## src/rtl/i2c_req_arbiter.sv

```systemverilog
`default_nettype none
// ============================================================================
// i2c_req_arbiter : round-robin sharing of one I2C master among NUM_REQ clients
// Rev 1.0 - initial release
// ============================================================================
module i2c_req_arbiter #(
  parameter int NUM_REQ     = 4,
  parameter int TIMEOUT_CYC = 4096
) (
  input  logic                       clk,
  input  logic                       rst_n,
  input  logic [NUM_REQ-1:0]         i_req_valid,
  input  logic [7*NUM_REQ-1:0]       i_req_addr,
  input  logic [NUM_REQ-1:0]         i_req_rw,
  input  logic [8*NUM_REQ-1:0]       i_req_wdata,
  output logic [NUM_REQ-1:0]         o_req_ready,
  output logic [NUM_REQ-1:0]         o_rsp_valid,
  output logic [7:0]                 o_rsp_rdata,
  output logic [1:0]                 o_rsp_err,
  output logic                       o_busy,
  output logic [$clog2(NUM_REQ)-1:0] o_grant_id,
  output logic                       o_m_start,
  output logic [6:0]                 o_m_addr,
  output logic                       o_m_rw,
  output logic [7:0]                 o_m_data,
  input  logic                       i_m_busy,
  input  logic                       i_m_done,
  input  logic                       i_m_nack,
  input  logic [7:0]                 i_m_rdata
);

  localparam int              c_IW   = $clog2(NUM_REQ);
  localparam int              c_TW   = (TIMEOUT_CYC > 2) ? $clog2(TIMEOUT_CYC) : 1;
  localparam logic [c_IW-1:0] c_LAST = c_IW'(NUM_REQ - 1);

  typedef enum logic [1:0] {
    S_IDLE  = 2'd0,
    S_ISSUE = 2'd1,
    S_WAIT  = 2'd2,
    S_RESP  = 2'd3
  } state_t;

  state_t          r_state;
  state_t          w_state_nxt;
  logic            r_run;
  logic [c_IW-1:0] r_ptr;
  logic [c_IW-1:0] r_grant;
  logic [c_TW-1:0] r_timer;
  logic [6:0]      r_addr;
  logic            r_rw;
  logic [7:0]      r_data;
  logic [7:0]      r_rsp_rdata;
  logic [1:0]      r_rsp_err;

  logic [c_IW-1:0] w_pick;
  logic [c_IW-1:0] w_cand;
  logic            w_any;
  logic            w_accept;
  logic            w_timeout;
  logic [6:0]      w_sel_addr;
  logic            w_sel_rw;
  logic [7:0]      w_sel_data;
  int              w_k;

  // Scan from the highest offset down so the lowest offset from r_ptr wins.
  always_comb begin
    w_pick = '0;
    w_cand = '0;
    w_any  = 1'b0;
    w_k    = 0;
    for (int i = NUM_REQ - 1; i >= 0; i--) begin
      w_k = int'(r_ptr) + i;
      if (w_k >= NUM_REQ) w_k = w_k - NUM_REQ;
      w_cand = c_IW'(w_k);
      if (i_req_valid[w_cand]) begin
        w_pick = w_cand;
        w_any  = 1'b1;
      end
    end
  end

  always_comb begin
    w_sel_addr = '0;
    w_sel_rw   = 1'b0;
    w_sel_data = '0;
    for (int i = 0; i < NUM_REQ; i++) begin
      if (w_pick == c_IW'(i)) begin
        w_sel_addr = i_req_addr[7*i +: 7];
        w_sel_rw   = i_req_rw[i];
        w_sel_data = i_req_wdata[8*i +: 8];
      end
    end
  end

  // r_run keeps the first cycle after reset release from granting.
  assign w_accept = (r_state == S_IDLE) && r_run && !i_m_busy && w_any;

  generate
    if (TIMEOUT_CYC == 0) begin : g_no_wdog
      assign w_timeout = 1'b0;
    end else begin : g_wdog
      assign w_timeout = (r_timer == c_TW'(TIMEOUT_CYC - 1));
    end
  endgenerate

  always_ff @(posedge clk or negedge rst_n) begin
    if (!rst_n) r_state <= S_IDLE;
    else        r_state <= w_state_nxt;
  end

  always_comb begin
    w_state_nxt = r_state;
    o_req_ready = '0;
    o_rsp_valid = '0;
    unique case (r_state)
      S_IDLE: begin
        if (w_accept) begin
          o_req_ready[w_pick] = 1'b1;
          w_state_nxt         = S_ISSUE;
        end
      end
      S_ISSUE: w_state_nxt = S_WAIT;
      S_WAIT:  if (i_m_done || w_timeout) w_state_nxt = S_RESP;
      S_RESP: begin
        o_rsp_valid[r_grant] = 1'b1;
        w_state_nxt          = S_IDLE;
      end
      default: w_state_nxt = S_IDLE;
    endcase
  end

  always_ff @(posedge clk or negedge rst_n) begin
    if (!rst_n) begin
      r_run       <= 1'b0;
      r_ptr       <= '0;
      r_grant     <= '0;
      r_timer     <= '0;
      r_addr      <= '0;
      r_rw        <= 1'b0;
      r_data      <= '0;
      r_rsp_rdata <= '0;
      r_rsp_err   <= '0;
    end else begin
      r_run <= 1'b1;
      if (w_accept) begin
        r_grant <= w_pick;
        r_addr  <= w_sel_addr;
        r_rw    <= w_sel_rw;
        r_data  <= w_sel_data;
      end
      if (r_state == S_ISSUE)     r_timer <= '0;
      else if (r_state == S_WAIT) r_timer <= r_timer + 1'b1;
      // m_done has priority over a coincident watchdog expiry.
      if (r_state == S_WAIT) begin
        if (i_m_done) begin
          r_rsp_err   <= {1'b0, i_m_nack};
          r_rsp_rdata <= (r_rw && !i_m_nack) ? i_m_rdata : 8'h00;
        end else if (w_timeout) begin
          r_rsp_err   <= 2'b10;
          r_rsp_rdata <= 8'h00;
        end
      end
      if (r_state == S_RESP) r_ptr <= (r_grant == c_LAST) ? '0 : r_grant + 1'b1;
    end
  end

  assign o_busy      = (r_state != S_IDLE);
  assign o_m_start   = (r_state == S_ISSUE);
  assign o_grant_id  = r_grant;
  assign o_m_addr    = r_addr;
  assign o_m_rw      = r_rw;
  assign o_m_data    = r_data;
  assign o_rsp_rdata = r_rsp_rdata;
  assign o_rsp_err   = r_rsp_err;

endmodule
`default_nettype wire

```

## config.mk

```make
export PLATFORM = sky130hd
export DESIGN_NAME = i2c_req_arbiter
export DESIGN_NICKNAME = d
export VERILOG_FILES = /design/src/rtl/i2c_req_arbiter.sv
export SDC_FILE = /design/constraint.sdc
export NUM_CORES = 1
export LEC_CHECK = 0
export ABC_AREA = 1
export CELL_PAD_IN_SITES_DETAIL_PLACEMENT = 0
export CELL_PAD_IN_SITES_GLOBAL_PLACEMENT = 2
export CORE_ASPECT_RATIO = 0.6
export CORE_MARGIN = 2
export CORE_UTILIZATION = 21
export DETAILED_ROUTE_END_ITERATION = 8
export GPL_TIMING_DRIVEN = 1
export PLACE_DENSITY_LB_ADDON = 0.1
export SETUP_SLACK_MARGIN = 0.2
export SLEW_MARGIN = 20
export SYNTH_ARGS = -nofsm -noshare
export SYNTH_HDL_FRONTEND = slang
export SYNTH_SLANG_ARGS = --single-unit
```

## constraint.sdc

```tcl
create_clock -name clk -period 1.8 [get_ports clk]
set_input_delay 0.36 -clock clk [delete_from_list [all_inputs] [get_ports clk]]
set_output_delay 0.36 -clock clk [all_outputs]
set_load 0.01 [all_outputs]
```

# --- After elaboration in Yosys (flattened, before gate mapping) ---
# Cells that the tools add are included.
classes:
  addsub: 9
  order_cmp: 12
  n_eq_ne: 10
  mux: 50
  reduce_logical: 16
ops:
  columns: ["operator", "n"]
  rows:
  - ["8-bit two-way mux", 7]
  - ["7-bit two-way mux", 4]
  - ["2-bit two-way mux", 13]
  - ["12-bit two-way mux", 2]
  - ["2-bit by 3-bit less-than comparator with 1-bit output, second input constant", 6]
  - ["1-bit two-way mux", 14]
  - ["12-bit by 1-bit adder with 12-bit output, second input constant", 1]
  - ["12-bit == test, second input constant", 1]
  - ["4-bit two-way mux", 3]
  - ["2-bit == test, second input constant", 5]
  - ["3-bit >= comparator, second input constant", 3]
  - ["1-bit binary-select mux with 2-bit select", 4]
  - ["2-bit one-hot mux with 4 select lines", 1]
  - ["2-bit by 1-bit subtractor with 2-bit output, second input constant", 4]
  - ["2-bit by 2-bit adder with 3-bit output, second input constant", 2]
  - ["1-bit logical AND", 6]
  - ["2-bit nonzero test", 3]
  - ["1-bit demux with 2-bit select", 2]
  - ["2-bit by 1-bit == test with 1-bit output, second input constant", 2]
  - ["2-bit by 1-bit >= comparator with 1-bit output, second input constant", 2]
  - ["2-bit zero test", 2]
  - ["2-bit inequality test, second input constant", 2]
  - ["2-bit AND reduction", 2]
  - ["2-bit by 1-bit adder with 3-bit output, second input constant", 1]
  - ["4 further kinds", 5]
word_totals:
  reg_bits: 45
  inputBits: 81
  output_inout_bits: 38
  wordCells: 107

# --- Longest topological paths before layout ---
# Gate-level depths: netlist of the first run.
depth:
  word_depth: 15
  depth_mapped: 15
  depth_no_buf: 14

# --- Worst setup path after synthesis of the first run ---
# No wires, ideal clock.
synth_timing:
  path_kind: "register -> output"
  startpoint: "register r_ptr[0]"
  endpoint: "output o_req_ready[1]"
  arrival_ps: 1613
  t_required_ps: 1440
  path_slack_ps: -173
  stages_incl_launch_ff: 15
  path_buffers: 3
  cell_sequence: "dfrtp_1 > buf_6 > inv_4 > nand2_1 > nand3_1 > nand2_1 > nand3_2 > nand2_1 > nand2_2 > nand2_4 > buf_6 > buf_4 > inv_1 > nand2_1 > nor2_1"
synth_between:
  elab_chain_len: 15
  word_cells_on_any_way: 39
  classes_between: "add/sub: 7; order compare: 6; mux: 24; reduce/logical: 2"
synth_lines:
  columns: ["element", "line", "text"]
  rows:
  - ["start: declaration", "46", "logic [c_IW-1:0] r_ptr;"]
  - ["start signal: assignment", "163", "if (r_state == S_RESP) r_ptr <= (r_grant == c_LAST) ? '0 : r_grant + 1'b1;"]
  - ["2-bit by 2-bit adder with 3-bit output", "72", "w_k = int'(r_ptr) + i;"]
  - ["3-bit >= comparator / 2-bit by 1-bit subtractor with 2-bit output (equally long branches)", "73", "if (w_k >= NUM_REQ) w_k = w_k - NUM_REQ;"]
  - ["2-bit two-way mux", "73", null]
  - ["1-bit binary-select mux with 2-bit select", "75", "if (i_req_valid[w_cand]) begin"]
  - ["1-bit two-way mux (implied by the code)", "75", null]
  - ["2-bit two-way mux (4 in series)", "75", null]
  - ["2-bit by 3-bit less-than comparator with 1-bit output (implied by the code) / 2-bit by 1-bit >= comparator with 1-bit output (equally long branches)", "118", "o_req_ready[w_pick] = 1'b1;"]
  - ["1-bit logical AND (implied by the code)", "118", null]
  - ["1-bit two-way mux (implied by the code)", "118", null]
  - ["1-bit demux with 2-bit select", "118", null]
  - ["4-bit two-way mux *", "117", "if (w_accept) begin"]
  - ["4-bit two-way mux *", "115", "unique case (r_state)"]
  - ["end: declaration", "16", "output logic [NUM_REQ-1:0] o_req_ready,"]
# Every way passes the cells marked *; elsewhere a longest branch is shown, timed or not. The select of a mux whose other input is x is not followed.

# --- Worst setup path in the final report of the first run ---
layout_timing:
  startpoint: "register r_ptr[0]"
  endpoint: "output o_req_ready[3]"
# The elaborated chain is that of the path after synthesis.

==> results of run 1 <==
routing by layer:
layer  vias to the layer above  routed length, um  share of wire [%]
met3                         6                614                5.6
met4                         0                 72               0.66
met2                        70               4860                 44
met1                      1493               5420                 49
li1                       1682                  -                  -
met5                         -                  0                  0
stage by stage:
| step | instances | setup TNS, ps |
|---|---|---|
| after detailed placement | 740 | -14010 |
| after global routing | 785 | -8610 |
| after global placement | 740 | -12890 |
| after CTS | 769 | -4480 |
| after floorplan | 404 | -153 |
| final | 785 | -4190 |
cell usage after synthesis (3+ instances only):
library cell,instances,share of area (%)
nand4_1,11,2.3
nand2_1,106,13
buf_6,10,3.8
nor2_1,47,6.0
inv_2,4,0.51
o21ai_0,17,2.9
nand3_1,39,6.6
buf_2,3,0.51
a22o_1,9,2.7
inv_1,43,5.5
a21oi_1,15,2.5
nand2_2,9,1.9
nor2_2,8,1.7
ha_1,9,3.8
dfrtp_1,45,38
nand3_2,7,2.4
nor3_1,4,0.68
power groups by stage:
stage	Combinational, mW	Sequential [mW]	Clock, mW
floorplan	3.22	1.75	0
global placement	5.18	1.68	0
detailed placement	5.21	1.67	0
CTS	5.85	1.66	1.13
global route	7.33	1.72	1.16
finish	6.66	1.67	1.08
registers in the layout (all words and copies together) (netlist names):
name / count
r_timer: 12
o_m_data: 8
o_rsp_rdata: 8
o_m_addr: 7
o_grant_id: 2
o_rsp_err: 2
r_ptr: 2
r_state: 2
o_m_rw: 1
r_run: 1
logic make-up (layout without fill, tap and decap cells):
family          after synthesis  in the layout  share of synthesized area, %
compound gates               45             45                          9.03
xor+xnor                      1              1                         0.297
fa+ha+maj                     9              9                          3.82
buf+inv                      64            253                          11.2
flops                        45             45                          38.2
other cells                   1              1                         0.127
simple gates                239            239                          37.4
path summary, 6_finish.rpt:
check | depth (start not counted) | startpoint | slack (ps) | endpoint
worst max-delay path | 12 | r_ptr[0] | -390 | o_req_ready[3]
worst min-delay path | 2 | rst_n | 30 | o_rsp_rdata[3]
worst max register to register | 15 | r_ptr[0] | -220 | o_m_data[2]
worst min register to register | 1 | r_timer[4] | 470 | r_timer[4]
max in group asynchronous | 2 | rst_n | 1490 | r_ptr[0]
min in group clk | 1 | r_timer[4] | 470 | r_timer[4]
final cells by class:
class | count | share of cell area [%]
Sequential cell | 45 | 20.4
Tap cell | 192 | 4.35
Clock inverter | 1 | 0.544
Timing Repair Buffer | 197 | 34.7
Inverter | 48 | 3.40
Multi-Input combinational cell | 295 | 34.0
Clock buffer | 7 | 2.58
timing repair:
action                                  CTS  global route
buffers inserted                         21            14
gates resized for setup                 107            67
gates cloned                              0             2
endpoints found under the setup margin   46            50
pin swaps                                25            26
==> results.tsv, run 1 <==
metric	value	unit
run status	finished with violations	
failing checks	negative setup slack	
drt initial violations	81	
Via density	4.14	
worst path bufs/invs	4	
HPWL after DPL	7610	um
startpoint type of the worst setup path	flip-flop	
clock tree buffer depth	2	
met3 usage	3.29	%
standard-cell rows	33	
cts hold-fix bufs	0	
Post-synth EDFFs	0	
CP Data Required Time	1440	ps
Port Buf Inserts	118	
width of the die	157	um
CTS H-Tree Depth	2	
RSZ-0062 raised after global routing	yes	
IR Drop Worst-Case VDD	0.000610	V
Final WS setup	-385	ps
GRT overflow	0	
TritonRoute pass-1 iters	4	
area grow syn2layout	87.1	%
kind of cell adding the most delay to the critical path	simple AND/OR/NAND/NOR gates	
total power	9.41	mW
GRT busiest layer	met2	
CP Class	flip-flop to output port	
Hold WC Path Type	input pin to asynchronous set/reset pin	
IO Count	119	
worst-path maximum fanout	8	
clock skew	4.40	ps
Final Cell Area	0.00552	mm^2
Max Cap Violations	0	
final worst-path cycle share	121	%
layout cells sized above 1	34.6	%
DR vias	3251	
Synth Instances	404	
Critical Path AT	1830	ps
cell-internal power	5.28	mW
fmax	458	MHz
Seq pwr share	17.8	%
antenna violations before repair	0	
clock period minus worst slack	2190	ps
GR Util met2	23.8	%
first-pass GRT wire length	17100	um
fillers	1407	
area of the multi-input gates	0.00188	mm^2
Initial Util	21.5	%
static leakage	2.63	nW
Psw	4.13	mW
most common cell after layout, fill and taps aside	clkdlybuf4s50_1	
Root Driver	clkbuf_16	
synth warn	0	
vias in the first global route	3336	
combinational share of power	70.8	%
final wirelength	11000	um
Seq. cell area	0.00113	mm^2
Setup WS pre-CTS	-932	ps
CORE AREA	0.0137	mm^2
Worst setup EP type	output port	
fraction of registers with async set/reset	100	%
DIE AREA	0.0150	mm^2
Clock transition at path regs	60	ps
CTS tree	built	
Synth Cell Area	0.00295	mm^2
fin util	40.3	%
Num CTS Buffers	5	
Final Max Slew Viols	0	
Synth Area per Inst	7.30	um^2
portion of total power attributed to the clock network	11.5	%
grt met1 use	20.0	%
fin nets	682	
Area after DPL	0.00465	mm^2
power density cells	1700	mW/mm^2
top_reg_cell synth	dfrtp_1	
most frequent CP cell	nand2_2	
most frequent cells in the layout	clkdlybuf4s50_1 (98), nand2_1 (84), buf_4 (54)	
Antenna diodes	0	
sw frac	43.9	%
DRC errors left	0	
Final ANT Viol Nets	0	
Slowest cell on crit path	dfrtp_2	
All-Layer GR Usage	14.5	%
slowest stage delay, CP	500	ps
Net Count, Synth	494	
Setup-failing EPs final	26	
final hold violation count	0	
CP cell instances	inv_6, nand2_2, nand2_2, nand2_2, nand2_2, inv_2, nand2_2, nand3_4, nor2_4, inv_2, nor2_2, buf_6	
routability congestion estimate	0.776	
Die Height	95.8	um
Worst Hold Slack	31.1	ps
WL/cell	14.0	um
sequential fraction of the synthesis area	38.2	%
library cells used by synthesis	29	
Sink Count	45	
largest net degree at the start of global routing	46	
FF+latch count, synth	45	
clock latency at the later pin of the worst-skew pair	280	ps
(Power assumes the default switching activity.)
==> inputs of run 2 (changes only) <==
SETUP_SLACK_MARGIN = 0.3   (was 0.2)
==> results.tsv, run 2 (same netlist as run 1, synthesis figures left out) <==
metric	value	unit
Root Driver	clkbuf_16	
DR vias	3262	
Reg2Reg Launch Point	r_ptr[0]	
TritonRoute pass-1 iters	4	
area grow syn2layout	90.7	%
fillers	1429	
vias in the first global route	3205	
layout cells sized above 1	36.4	%
Clock transition at path regs	70	ps
Final Max Slew Viols	0	
Worst setup EP type	output port	
met3 wire length	771	um
wl on met1	5660	um
combinational share of power	71.2	%
drt initial violations	89	
Psw	4.24	mW
run status	finished with violations	
Worst Setup SP	r_ptr[0]	
Max Cap Violations	0	
post-route insts no fill	780	
sw frac	44.7	%
final setup TNS	-4840	ps
Initial Util	21.5	%
Reg2Reg Setup Slack	-240	ps
DR top layer	met4	
cell count after placement	736	
clock latency at the later pin of the worst-skew pair	290	ps
routed wl met2	4560	um
fmax	456	MHz
Seq pwr share	17.7	%
IR Drop Worst-Case VDD	0.000572	V
Setup WS pre-CTS	-930	ps
worst-path maximum fanout	8	
antenna violations before repair	1	
portion of total power attributed to the clock network	11.1	%
clock period minus worst slack	2190	ps
DIE AREA	0.0150	mm^2
area of the multi-input gates	0.00200	mm^2
final hold violation count	0	
routability congestion estimate	0.756	
Num CTS Buffers	5	
power density cells	1680	mW/mm^2
cell-internal power	5.24	mW
Hold WC Path Type	input pin to asynchronous set/reset pin	
startpoint type of the worst setup path	flip-flop	
max reg flops	12	
Final WS setup	-395	ps
CP Class	flip-flop to output port	
HPWL after DPL	7680	um
failing checks	negative setup slack	
CTS tree	built	
IO Count	119	
most frequent cells in the layout	nand2_1 (83), clkdlybuf4s50_1 (77), dfrtp_1 (43)	
Via density	4.18	
GRT overflow	0	
Critical Path AT	1830	ps
Seq. cell area	0.00113	mm^2
fin nets	678	
final wirelength	11000	um
first-pass GRT wire length	17000	um
most common cell after layout, fill and taps aside	nand2_1	
Sink Count	45	
Reg with most FFs	r_timer	
Die Height	95.8	um
static leakage	2.67	nW
Port Buf Inserts	118	
Setup-failing EPs final	22	
CTS H-Tree Depth	2	
width of the die	157	um
Antenna diodes	0	
CP Data Required Time	1440	ps
clock skew	2.43	ps
All-Layer GR Usage	14.7	%
RSZ-0062 raised after global routing	yes	
standard-cell rows	33	
largest net degree at the start of global routing	46	
CORE AREA	0.0137	mm^2
clock tree buffer depth	2	
WL/cell	14.2	um
Final ANT Viol Nets	0	
DRC errors left	0	
final worst-path cycle share	122	%
run 2: cell count changes in the layout (fill, tap and decap cells not counted), sizes merged:
cell           before  now
clkdlybuf4s50      98   77
dlygate4sd2         5   30
clkinv              0    1
dlymetal6s2s        3    0
buf                89   84
bufbuf              0    1
nand2             116  117
clkbuf              9    5
run 2: path summary, 6_finish.rpt:
check	cells after the start	to
max	11	o_req_ready[1]
min	2	o_m_data[6]
max reg2reg	16	o_m_rw
min reg2reg	1	r_timer[4]
max in group asynchronous	2	r_ptr[0]
min in group clk	1	r_timer[4]
run 2: power by group through the flow:
stage          sequential, mW  combinational (mW)  clock [mW]
6_report                 1.67                6.75        1.06
5_1_grt                  1.73                7.39        1.15
4_1_cts                  1.68                6.41        1.09
3_5_place_dp             1.67                5.12           0
3_3_place_gp             1.68                5.11           0
2_1_floorplan            1.75                3.23           0
run 2: area by class of cell:
class                           count  area share [%]
Multi-Input combinational cell    296            35.6
Clock buffer                        5            2.22
Sequential cell                    45            20.1
Clock inverter                      2           0.623
Tap cell                          192            4.27
Timing Repair Buffer              192            33.8
Inverter                           48            3.38
run 2: per-stage QoR:
step,total power [mW],instance area (um^2),utilization (%),hold slack (ps)
4_1_cts,9.18,5360,39.1,63.5
6_report,9.48,5630,41.0,50.4
2_1_floorplan,4.98,3070,-,64.4
3_5_place_dp,6.79,4630,33.8,371
3_3_place_gp,6.79,4630,33.8,375
5_1_grt,10.3,5630,41.0,66.3
run 2: critical path, cell delays in order, from the launching register on:
cell     delay [ps]
dfrtp_2         500
inv_6            80
nand2_4          70
nand2_2          50
nand2_2          90
nand2_2          90
nor2_4          160
buf_6           120
nor2_4           40
buf_4           130
nor2_4          110
buf_6           110
run 2: per-layer routing:
layer / vias to the layer above / track usage (%)
met4: 0 / 1.82
met1: 1501 / 21.8
met5: - / 0
li1: 1671 / -
met3: 5 / 3.69
met2: 85 / 22.2
run 2: what timing repair did:
| action | in CTS | in global routing |
|---|---|---|
| endpoints found under the hold margin | 0 | 0 |
| resized for setup | 185 | 41 |
| endpoints found under the setup margin | 76 | 51 |
| setup buffers | 22 | 12 |
| hold buffers | 0 | 0 |
| pin swaps | 41 | 23 |
| cloned | 3 | 0 |
